[config.mk]
export PLATFORM = sky130hd
export DESIGN_NAME = cdc_hs_arbiter
export DESIGN_NICKNAME = d
export VERILOG_FILES = /design/src/rtl/cdc_hs_pkg.sv /design/src/rtl/cdc_2ff_sync.sv /design/src/rtl/cdc_hs_arbiter.sv
export SDC_FILE = /design/constraint.sdc
export NUM_CORES = 1
export LEC_CHECK = 0
export CORE_ASPECT_RATIO = 0.7
export CORE_UTILIZATION = 52
export CTS_CLUSTER_DIAMETER = 100
export CTS_CLUSTER_SIZE = 24
export DETAILED_ROUTE_END_ITERATION = 10
export PLACE_DENSITY = 0.89
export REMOVE_ABC_BUFFERS = 1
export SLEW_MARGIN = 20
export SYNTH_ARGS = -nofsm -noshare
export SYNTH_HDL_FRONTEND = slang
export SYNTH_SLANG_ARGS = --single-unit
[constraint.sdc]
create_clock -name clk -period 8.1 [get_ports clk]
set_input_delay 1.215 -clock clk [delete_from_list [all_inputs] [get_ports clk]]
set_output_delay 1.215 -clock clk [all_outputs]
set_load 0.05 [all_outputs]
[src/rtl/cdc_hs_pkg.sv]
// Shared types and helpers for the handshake CDC arbiter.
package cdc_hs_pkg;

  typedef enum logic [1:0] {
    HS_IDLE,
    HS_WAIT_HI,
    HS_WAIT_LO,
    HS_DRAIN
  } hs_state_e;

  // Widest requester vector rr_pick can search; NUM_REQ must not exceed it.
  localparam int unsigned RR_MAX   = 32;
  localparam int unsigned RR_IDX_W = 5;

  typedef struct packed {
    logic                found;
    logic [RR_IDX_W-1:0] idx;
  } rr_pick_t;

  // First set bit of req[n-1:0] searching upward from ptr, wrapping modulo n.
  function automatic rr_pick_t rr_pick(input logic [RR_MAX-1:0] req,
                                       input int unsigned       ptr,
                                       input int unsigned       n);
    rr_pick_t    r;
    int unsigned j;
    r = '0;
    for (int unsigned k = 0; k < RR_MAX; k++) begin
      if (k < n && !r.found) begin
        j = ptr + k;
        if (j >= n) j = j - n;
        if (req[j[RR_IDX_W-1:0]]) begin
          r.found = 1'b1;
          r.idx   = j[RR_IDX_W-1:0];
        end
      end
    end
    return r;
  endfunction

endpackage

[src/rtl/cdc_2ff_sync.sv]
// Two-flop synchroniser for signals arriving asynchronously to clk.
module cdc_2ff_sync #(
  parameter int unsigned W = 1
) (
  input  logic         clk,
  input  logic         rst_n,
  input  logic [W-1:0] d,
  output logic [W-1:0] q
);

  logic [W-1:0] meta;

  // Two-stage capture; reset clears both stages so a stale input reads as 0.
  always_ff @(posedge clk) begin
    if (!rst_n) begin
      meta <= '0;
      q    <= '0;
    end else begin
      meta <= d;
      q    <= meta;
    end
  end

endmodule

[src/rtl/cdc_hs_arbiter.sv]
// Round-robin arbiter sharing one 4-phase req/ack crossing among NUM_REQ requesters.
module cdc_hs_arbiter
  import cdc_hs_pkg::*;
#(
  parameter int unsigned NUM_REQ     = 4,
  parameter int unsigned DATA_W      = 32,
  parameter int unsigned TIMEOUT_CYC = 255
) (
  input  logic                       clk,
  input  logic                       rst,
  input  logic [NUM_REQ-1:0]         req_valid,
  input  logic [NUM_REQ*DATA_W-1:0]  req_data,
  output logic [NUM_REQ-1:0]         req_ready,
  output logic [NUM_REQ-1:0]         done,
  output logic                       err_timeout,
  output logic [$clog2(NUM_REQ)-1:0] grant_id,
  output logic                       busy,
  output logic                       xreq,
  output logic [DATA_W-1:0]          xdata,
  input  logic                       xack_async
);

  localparam int unsigned ID_W  = $clog2(NUM_REQ);
  localparam int unsigned TMR_W = (TIMEOUT_CYC == 0) ? 1 : $clog2(TIMEOUT_CYC + 1);
  localparam bit          TMO_EN = (TIMEOUT_CYC != 0);
  localparam logic [TMR_W-1:0] TMO_LAST = TMR_W'((TIMEOUT_CYC == 0) ? 0 : TIMEOUT_CYC - 1);

  hs_state_e         state;
  logic [ID_W-1:0]   rr_ptr;
  logic [TMR_W-1:0]  timer;
  logic              ack_s;
  rr_pick_t          pick;
  logic [ID_W-1:0]   win_id;
  logic              accept;
  logic              ack_done;
  logic              tmo_hit;
  logic              unused_pick_idx;

  cdc_2ff_sync #(.W(1)) u_ack_sync (
    .clk   (clk),
    .rst_n (~rst),
    .d     (xack_async),
    .q     (ack_s)
  );

  // Winner selection and the single-cycle event decodes.
  always_comb begin
    pick     = rr_pick(RR_MAX'(req_valid), 32'(rr_ptr), NUM_REQ);
    win_id   = pick.idx[ID_W-1:0];
    accept   = !rst && (state == HS_IDLE) && pick.found && !ack_s;
    ack_done = !rst && (state == HS_WAIT_LO) && !ack_s;
    tmo_hit  = TMO_EN && !rst && (state == HS_WAIT_HI) && !ack_s && (timer == TMO_LAST);
  end

  assign unused_pick_idx = ^pick.idx;

  // One-hot pulses for accept and completion, plus status.
  always_comb begin
    req_ready = '0;
    done      = '0;
    if (accept)   req_ready[win_id] = 1'b1;
    if (ack_done) done[grant_id]    = 1'b1;
    err_timeout = tmo_hit;
    busy        = (state != HS_IDLE);
  end

  // Handshake sequencer with payload, grant, RR pointer and timeout timer.
  always_ff @(posedge clk) begin
    if (rst) begin
      state    <= HS_IDLE;
      rr_ptr   <= '0;
      xreq     <= 1'b0;
      xdata    <= '0;
      grant_id <= '0;
      timer    <= '0;
    end else begin
      case (state)
        HS_IDLE: begin
          if (accept) begin
            xdata    <= req_data[32'(win_id) * DATA_W +: DATA_W];
            grant_id <= win_id;
            xreq     <= 1'b1;
            rr_ptr   <= (win_id == ID_W'(NUM_REQ - 1)) ? '0 : win_id + ID_W'(1);
            timer    <= '0;
            state    <= HS_WAIT_HI;
          end
        end
        HS_WAIT_HI: begin
          if (timer != '1) timer <= timer + TMR_W'(1);
          // An ack landing on the timeout cycle takes priority over the abort.
          if (ack_s) begin
            xreq  <= 1'b0;
            state <= HS_WAIT_LO;
          end else if (tmo_hit) begin
            xreq  <= 1'b0;
            state <= HS_DRAIN;
          end
        end
        HS_WAIT_LO: begin
          if (!ack_s) state <= HS_IDLE;
        end
        HS_DRAIN: begin
          if (!ack_s) state <= HS_IDLE;
        end
        default: state <= HS_IDLE;
      endcase
    end
  end

endmodule
==> flow_metrics.env, run 1 <==
export IMPL_netlist_area_um2=5530
export IMPL_synth_top_area_share_pct=17.7
export IMPL_critPathLaunchType="primary input"
export IMPL_routabilityCongestion=0.904
export IMPL_synth_area_leaders="dfxtp_1 18%, mux2_2 7.3%, mux2i_1 6.9%, o211a_1 6.0%, o41ai_2 5.9%"
export IMPL_drcViolationCount=18
export IMPL_fin_crit_ns=6.20
export IMPL_tightest_slew_ns=1.13
export IMPL_hold_viol_final=0
export IMPL_synthFlopType="dfxtp_1"
export IMPL_highest_layer="met4"
export IMPL_cts_root_buf="clkbuf_16"
export IMPL_failed_checks="DRC"
export IMPL_synth_edf_count=0
export IMPL_cts_buffers=5
export IMPL_hold_buffers=0
export IMPL_wl_per_cell_um=20.7
export IMPL_period_share_pct=76.5
export IMPL_num_vias=6303
export IMPL_firstDrtPassIters=9
export IMPL_routed_wl_mm=19.2
export IMPL_max_freq_ghz=0.161
export IMPL_post_cts_buffers=0
export IMPL_die_w_um=125
export IMPL_overflow=0
export IMPL_powerDensity_nw_per_um2=258
export IMPL_detail_route_antenna_nets=0
export IMPL_htree_levels=2
export IMPL_placed_cells=921
export IMPL_grt_util_all_layers_pct=33.1
export IMPL_syn_to_final_growth_pct=32.8
export IMPL_slew_viol_final=0
export IMPL_layout_commonest_cell="clkdlybuf4s50_1"
export IMPL_layout_common_cells="179 x clkdlybuf4s50_1, 76 x nand2_1, 48 x dfxtp_1"
export IMPL_cp_max_fo=65
export IMPL_syn_instance_count=685
export IMPL_power_leakage_nw=2.84
export IMPL_io_buffer_count=179
export IMPL_total_power_mw=1.90
export IMPL_fp_coreArea_um2=10400
export IMPL_ys_types=55
export IMPL_cts_buffer_depth=2
export IMPL_drt_met1_wl_mm=8.00
export IMPL_nNetsFinal=939
export IMPL_dp_hpwl_mm=12.4
export IMPL_cp_required_ns=6.88
export IMPL_wl_met3_mm=2.27
export IMPL_n_antenna_cell=0
export IMPL_grt_first_pass_wirelength_mm=29.7
export IMPL_synth_largest_area_cell="dfxtp_1"
export IMPL_vias_per_cell=6.78
export IMPL_ios=180
export IMPL_ys_seq_area_share_pct=17.7
export IMPL_critPathKind="primary input to output pin"
export IMPL_drv_cap=0
export IMPL_rsz0062_at_grt="no"
export IMPL_avgSynthCellArea_um2=8.07
export IMPL_power_switching_mw=0.980
export IMPL_die_area_um2=11100
export IMPL_ctsResizeCount=0
export IMPL_async_flop_share_pct=0
export IMPL_die_y_um=88.3
export IMPL_grt_max_degree=131
export IMPL_finClkSkew_ns=0.00551
export IMPL_initial_core_util_pct=53.4
export IMPL_grt_pass1_vias=5717
export IMPL_layout_cells_non_filler=929
export IMPL_ir_worst_vdd_mv=0.197
export IMPL_combPwrFrac_pct=69.1
export IMPL_hold_path_class="flop to flop"
export IMPL_worstSetupEndpointType="output pin"
export IMPL_drive_gt1_share_pct=11.0
export IMPL_num_fill_cells=787
export IMPL_clock_sinks=49
export IMPL_clkPwrFrac_pct=11.8
export IMPL_row_count=31
export IMPL_arrival_ns=4.98
export IMPL_clk_pin_slew_worst_paths_ns=0.07
export IMPL_ys_seq_elements=49
export IMPL_drt_initial_drc_count=847
export IMPL_p_sw_share_pct=51.6
export IMPL_cts_tree="built"
export IMPL_synth_warnings=0
export IMPL_p_int_mw=0.918
export IMPL_antenna_found_initial=0
export IMPL_finalSetupViolCount=0
export IMPL_clkLatencyLatePin_ns=0.30
export IMPL_wl_met2_mm=8.57
export IMPL_outcome="finished, violations left"
export IMPL_seqPwrFrac_pct=19.1
export IMPL_relSlewSlack_pct=24.3
-- power groups by stage --
stage	registers, mW	logic, mW	clock network [mW]
floorplan	0.562	0.691	0
global placement	0.363	1.25	0
detailed placement	0.363	1.28	0
CTS	0.359	1.29	0.224
global route	0.366	1.38	0.235
finish	0.362	1.31	0.224
-- cells in the mapped netlist, types with 2 or more instances --
| master | number |
|---|---|
| a211o_1 | 2 |
| a211oi_1 | 33 |
| a21boi_0 | 2 |
| a21o_1 | 33 |
| a21oi_1 | 43 |
| and2_1 | 4 |
| and3_1 | 2 |
| and4_1 | 33 |
| buf_2 | 12 |
| buf_4 | 9 |
| buf_6 | 4 |
| clkbuf_1 | 56 |
| dfxtp_1 | 49 |
| ha_1 | 8 |
| inv_1 | 6 |
| mux2_2 | 36 |
| mux2i_1 | 38 |
| mux4_2 | 2 |
| nand2_1 | 76 |
| nand3_1 | 34 |
| nor2_1 | 20 |
| nor2b_1 | 5 |
| nor3_1 | 8 |
| o211a_1 | 33 |
| o21ai_0 | 38 |
| o2bb2ai_1 | 32 |
| o31ai_1 | 2 |
| o41a_1 | 2 |
| o41ai_1 | 12 |
| o41ai_2 | 20 |
| or3_1 | 4 |
| xnor2_1 | 2 |
| xor2_1 | 3 |
-- worst max-delay path, stage by stage --
cell	delay, ns
clkdlybuf4s50_1	0.56
mux2_2	0.36
nor3_1	0.40
a2111o_2	0.92
nand2_1	0.10
mux2i_1	0.27
inv_1	0.12
ha_1	0.20
and2_1	0.13
clkdlybuf4s50_1	0.70
-- routing by layer --
layer	vias to the layer above	track usage (%)
li1	2870	-
met1	2964	43.7
met2	431	54.5
met3	38	8.28
met4	0	9.09
met5	-	0
-- worst paths after layout --
check / start / endpoint / slack (ns) / cells after the start
max: req_valid[3] / req_ready[2] / 1.90 / 10
min: u_ack_sync.meta / u_ack_sync.q / 0.49 / 1
max reg2reg: rr_ptr[0] / xdata[29] / 3.87 / 8
min reg2reg: u_ack_sync.meta / u_ack_sync.q / 0.49 / 1
-- cells by family after synthesis --
logic type               count (synthesis)  synth area share [%]
flip-flops                              49                  17.7
multiplexers                            76                  15.0
AO/OA/AOI/OAI                          261                  38.3
adder cells (fa/ha/maj)                  8                  1.81
buffers and inverters                   90                  7.60
AND/OR/NAND/NOR                        196                  18.7
XOR/XNOR                                 5                 0.792
-- sequential cells by signal, indices dropped and copies added, names as in the netlist --
| signal | count |
|---|---|
| state | 2 |
| grant_id | 2 |
| xreq | 1 |
| u_ack_sync.q | 1 |
| timer | 8 |
| rr_ptr | 2 |
| u_ack_sync.meta | 1 |
| xdata | 32 |
-- layout make-up --
| cell class | count | area [µm²] | area share, % |
|---|---|---|---|
| Timing Repair Buffer | 187 | 1860 | 25.3 |
| Sequential cell | 49 | 985 | 13.4 |
| Clock buffer | 5 | 125 | 1.70 |
| Tap cell | 132 | 165 | 2.25 |
| Inverter | 7 | 26.3 | 0.358 |
| Clock inverter | 3 | 26.3 | 0.358 |
| Multi-Input combinational cell | 546 | 4160 | 56.7 |
-- metrics by stage --
stage / utilization (%) / TNS, ns / cell area, µm² / hold WS [ns] / worst slack (ns)
floorplan: - / -23.21 / 5140 / 0.414 / -1.93
global placement: 69.4 / 0 / 7190 / 0.420 / 2.06
detailed placement: 69.4 / 0 / 7190 / 0.441 / 1.96
CTS: 70.9 / 0 / 7340 / 0.481 / 1.96
global route: 70.9 / 0 / 7350 / 0.488 / 1.67
finish: 70.9 / 0 / 7350 / 0.486 / 1.90
(Power assumes the default switching activity.)
==> inputs of run 2 (changes only) <==
Settings changed: CORE_UTILIZATION 52 to 48, PLACE_DENSITY 0.89 to 0.83.
Clock period 8.1 ns to 6 ns, I/O delays scaled along.
==> run 2 against run 1 <==
The run now ends clean. Worst hold slack worse by 0.016 ns. Flip-flop and latch count stayed put. Global-route usage is 1.9 points lower. Non-clock buffer count is 6 higher. Largest power group unchanged. First-iteration DRC count is 24% lower. Core utilization is 4.2 points lower. Final cell count is 2.9% higher.
==> flow_metrics.env, run 2 (same netlist as run 1, synthesis figures left out) <==
export IMPL_outcome="finished clean"
export IMPL_row_count=32
export IMPL_clock_sinks=49
export IMPL_finClkSkew_ns=0.00896
export IMPL_antenna_found_initial=0
export IMPL_layout_commonest_cell="clkdlybuf4s50_1"
export IMPL_total_power_mw=2.62
export IMPL_drv_cap=0
export IMPL_overflow=0
export IMPL_period_share_pct=92.0
export IMPL_regMostFlops="xdata"
export IMPL_ctsResizeCount=0
export IMPL_io_buffer_count=179
export IMPL_htree_levels=2
export IMPL_detail_route_antenna_nets=0
export IMPL_drt_initial_drc_count=644
export IMPL_layout_cells_non_filler=956
export IMPL_dp_hpwl_mm=12.1
export IMPL_initial_core_util_pct=49.7
export IMPL_max_freq_ghz=0.181
export IMPL_die_y_um=91.8
export IMPL_powerDensity_nw_per_um2=353
export IMPL_largest_register_ffs=32
export IMPL_routabilityCongestion=0.855
export IMPL_ir_worst_vdd_mv=0.203
export IMPL_cp_common_cell="clkdlybuf4s50_1"
export IMPL_wl_per_cell_um=20.1
export IMPL_rsz0062_at_grt="no"
export IMPL_grt_max_degree=112
export IMPL_slowest_delay_ns=0.93
export IMPL_critPathKind="primary input to output pin"
export IMPL_layout_common_cells="177 x clkdlybuf4s50_1, 76 x nand2_1, 48 x dfxtp_1"
export IMPL_tightest_slew_ns=1.14
export IMPL_fp_coreArea_um2=11100
export IMPL_grt_first_pass_wirelength_mm=30.0
export IMPL_finalSetupViolCount=0
export IMPL_n_antenna_cell=0
export IMPL_clkLatencyLatePin_ns=0.29
export IMPL_fin_util_pct=66.7
export IMPL_hold_viol_final=0
export IMPL_critPathLaunchType="primary input"
export IMPL_drive_gt1_share_pct=12.0
export IMPL_power_leakage_nw=2.88
export IMPL_postPlaceCellArea_um2=7260
export IMPL_hold_buffers=0
export IMPL_clk_pin_slew_worst_paths_ns=0.08
export IMPL_vias_per_cell=6.62
export IMPL_slew_viol_final=0
export IMPL_grt_pass1_vias=5926
export IMPL_routed_wl_mm=19.2
export IMPL_nNetsFinal=945
export IMPL_crit_chain="clkdlybuf4s50_1 -> mux2i_1 -> nor3b_2 -> nor3_1 -> a21oi_4 -> inv_1 -> ha_1 -> and2_1 -> clkdlybuf4s50_1"
export IMPL_cts_buffer_depth=2
export IMPL_cp_max_fo=33
export IMPL_worstSetupEndpointType="output pin"
export IMPL_die_area_um2=12000
export IMPL_num_vias=6327
export IMPL_placed_cells=948
export IMPL_firstDrtPassIters=7
export IMPL_syn_to_final_growth_pct=34.3
export IMPL_reg_top3="xdata x32, timer x8"
export IMPL_relSlewSlack_pct=24.1
export IMPL_drcViolationCount=0
export IMPL_post_cts_buffers=0
export IMPL_die_w_um=130
export IMPL_hold_path_class="flop to flop"
export IMPL_cp_required_ns=5.10
export IMPL_cts_buffers=5
export IMPL_fin_area_um2=7430
export IMPL_fin_crit_ns=5.52
export IMPL_cpMaxStageDelayCell="a21oi_4"
export IMPL_arrival_ns=4.62
export IMPL_cts_root_buf="clkbuf_16"
export IMPL_ios=180
export IMPL_grt_util_all_layers_pct=31.2
export IMPL_cts_tree="built"
[run 2: changes by cell type in the layout (fill, tap and decap cells not counted), sizes merged]
cell | previous run | this run
buf | 8 | 16
bufinv | 0 | 1
clkbuf | 5 | 6
clkdlybuf4s50 | 179 | 177
clkinv | 1 | 2
clkinvlp | 2 | 0
inv | 7 | 6
[run 2: layout make-up]
class / count / area (µm²)
Inverter: 7 / 27.5
Clock buffer: 6 / 129
Clock inverter: 2 / 38.8
Multi-Input combinational cell: 546 / 4160
Sequential cell: 49 / 985
Timing Repair Buffer: 193 / 1900
Fill cell: 913 / 3700
Tap cell: 153 / 191
[run 2: metrics by stage]
step	hold slack, ns	setup TNS (ns)	setup WS [ns]
global route	0.485	0	0.302
detailed placement	0.463	0	0.558
CTS	0.474	0	0.556
finish	0.470	0	0.483
global placement	0.423	0	0.702
floorplan	0.414	-121.62	-3.71
[run 2: power breakdown]
group	switching (mW)	internal, mW	leakage, nW	total (mW)
Sequential	0.0764	0.408	0.407	0.485
Combinational	1.11	0.690	2.40	1.80
Clock	0.138	0.198	0.0810	0.337
[run 2: final timing paths]
path | start | to | slack, ns | cells after the start
max | req_valid[3] | req_ready[3] | 0.48 | 9
min | u_ack_sync.meta | u_ack_sync.q | 0.47 | 1
max reg2reg | rr_ptr[1] | xdata[19] | 2.26 | 10
min reg2reg | u_ack_sync.meta | u_ack_sync.q | 0.47 | 1
[run 2: per-layer routing]
layer,vias up,track usage (%),routed length (µm)
li1,2882,-,-
met1,3043,43.4,8410
met2,373,49.0,8650
met3,29,4.43,1770
met4,0,10.6,346
met5,-,0,0
[run 2: worst max-delay path: cells and delay by family]
| family | cells | cell delay, ns |
|---|---|---|
| buffers and inverters | 3 | 1.55 |
| AOI/OAI and AO/OA | 1 | 0.93 |
| and+or+nand+nor | 3 | 0.77 |
| adders and majority gates | 1 | 0.26 |
| muxes | 1 | 0.19 |
==> inputs of run 3 (changes only) <==
Settings changed: RECOVER_POWER set to 50.
Clock period 6 ns to 5.7 ns, I/O delays scaled along.
==> run 3 against run 2 <==
Worst hold slack lost 0.027 ns. Total power grew 4.8%. Flip-flop and latch count stayed put. Final cell count grew 0.31%. Clock power up 15%. Wire length fell by 1.6%.
==> flow_metrics.env, run 3 (same netlist as run 1, synthesis figures left out) <==
export IMPL_fin_area_um2=7450
export IMPL_outcome="finished clean"
export IMPL_die_y_um=91.8
export IMPL_fin_crit_ns=4.79
export IMPL_hold_path_class="flop to flop"
export IMPL_routed_wl_mm=18.9
export IMPL_clock_sinks=49
export IMPL_critPathKind="flop to output pin"
export IMPL_wl_per_cell_um=19.7
export IMPL_cts_root_buf="clkbuf_16"
export IMPL_grt_pass1_vias=5952
export IMPL_cts_buffer_depth=2
export IMPL_power_leakage_nw=2.96
export IMPL_cts_buffers=5
export IMPL_drcViolationCount=0
export IMPL_initial_core_util_pct=49.7
export IMPL_relSlewSlack_pct=14.9
export IMPL_arrival_ns=3.94
export IMPL_die_w_um=130
export IMPL_drv_cap=0
export IMPL_layout_commonest_cell="clkdlybuf4s50_1"
export IMPL_ctsResizeCount=0
export IMPL_critPathLaunchType="flop"
export IMPL_row_count=32
export IMPL_rsz0062_at_grt="no"
export IMPL_multi_input_area_um2=4160
export IMPL_htree_levels=2
export IMPL_firstDrtPassIters=5
export IMPL_finalSetupViolCount=0
export IMPL_post_place_ws_ns=1.12
export IMPL_power_switching_mw=1.37
export IMPL_hold_viol_final=0
export IMPL_cp_required_ns=4.85
export IMPL_cp_max_fo=76
export IMPL_slowest_delay_ns=0.90
export IMPL_die_area_um2=12000
export IMPL_slew_viol_final=0
export IMPL_routabilityCongestion=0.852
export IMPL_clkPwrFrac_pct=14.0
export IMPL_max_freq_ghz=0.209
export IMPL_clkLatencyLatePin_ns=0.29
export IMPL_grt_first_pass_wirelength_mm=29.6
export IMPL_period_share_pct=84.1
export IMPL_ios=180
export IMPL_syn_to_final_growth_pct=34.7
export IMPL_post_cts_buffers=0
export IMPL_setup_ws_ns=0.906
export IMPL_grt_util_all_layers_pct=30.8
export IMPL_postPlaceCellArea_um2=7270
export IMPL_crit_chain="inv_1 -> ha_1 -> a21boi_0 -> a221o_1 -> nor4_4 -> clkbuf_1 -> nor2_1 -> and2_1 -> buf_4"
export IMPL_fin_setup_tns_ns=0
export IMPL_num_vias=6322
export IMPL_overflow=0
export IMPL_io_buffer_count=179
export IMPL_crit_family="simple AND/OR/NAND/NOR gates"
export IMPL_antenna_found_initial=0
export IMPL_regMostFlops="xdata"
export IMPL_hold_buffers=0
export IMPL_grt_max_degree=77
export IMPL_drive_gt1_share_pct=11.9
export IMPL_largest_register_ffs=32
export IMPL_drt_initial_drc_count=521
export IMPL_finClkSkew_ns=0.00623
export IMPL_detail_route_antenna_nets=0
export IMPL_num_fill_cells=885
export IMPL_cpMaxStageDelayCell="dfxtp_4"
export IMPL_fin_util_pct=66.9
export IMPL_cts_tree="built"
export IMPL_nNetsFinal=947
export IMPL_combPwrFrac_pct=66.8
export IMPL_reg_top3="xdata x32, timer x8"
export IMPL_p_sw_share_pct=50.0
export IMPL_clk_pin_slew_worst_paths_ns=0.07
export IMPL_worstSetupEndpointType="output pin"
export IMPL_tightest_slew_ns=1.28
export IMPL_ir_worst_vdd_mv=0.255
export IMPL_seqPwrFrac_pct=19.2
export IMPL_layout_common_cells="138 x clkdlybuf4s50_1, 76 x nand2_1, 48 x dfxtp_1"
export IMPL_regArea_um2=985
export IMPL_vias_per_cell=6.59
export IMPL_fp_coreArea_um2=11100
export IMPL_powerDensity_nw_per_um2=369
export IMPL_dp_hpwl_mm=12.2
export IMPL_path_buf_inv=3
export IMPL_p_int_mw=1.37
export IMPL_whs_ns=0.443
[run 3: changes by cell type in the layout (fill, tap and decap cells not counted), sizes merged]
| cell | before | now |
|---|---|---|
| clkdlybuf4s50 | 177 | 138 |
| dlygate4sd3 | 0 | 37 |
| buf | 16 | 18 |
| bufinv | 1 | 2 |
| clkbuf | 6 | 7 |
| diode | 0 | 1 |
[run 3: path summary, 6_finish.rpt]
check	depth (start not counted)	start	slack, ns	to
worst max-delay path	9	rr_ptr[0]	0.91	req_ready[2]
worst min-delay path	1	u_ack_sync.meta	0.44	u_ack_sync.q
worst max register to register	10	rr_ptr[0]	1.08	xdata[7]
worst min register to register	1	u_ack_sync.meta	0.44	u_ack_sync.q
[run 3: power by group through the flow]
stage               sequential, mW  combinational (mW)  clock [mW]
floorplan                    0.799               0.982           0
global placement             0.530                1.80           0
detailed placement           0.533                1.83           0
CTS                          0.527                1.84       0.391
global route                 0.537                1.95       0.404
finish                       0.527                1.84       0.386
[run 3: worst reg2reg max path, stage by stage, from the launching register on]
cell	delay, ns
dfxtp_4	0.90
inv_1	0.17
ha_1	0.45
a21boi_0	0.17
a221o_1	0.40
nor4_4	0.56
clkbuf_1	0.41
or2_1	0.88
buf_4	0.34
a211oi_1	0.07
a21oi_1	0.18
[run 3: layer usage]
layer	up-vias	track usage [%]	share of wire [%]
met1	3032	42.0	44
met4	0	9.98	1.9
met2	360	49.7	45
li1	2899	-	-
met3	31	3.91	9.8
met5	-	0	0
[run 3: area by class of cell]
cell class / count / share of cell area, %
Antenna cell: 1 / 0.0336
Timing Repair Buffer: 195 / 25.4
Inverter: 7 / 0.353
Clock inverter: 3 / 0.874
Multi-Input combinational cell: 546 / 55.8
Clock buffer: 5 / 1.68
Sequential cell: 49 / 13.2
Tap cell: 153 / 2.57
[run 3: through the flow]
stage               power, mW  std cells
finish                   2.75        959
global route             2.89        958
CTS                      2.76        958
detailed placement       2.37        950
global placement         2.33        950
floorplan                1.78        602
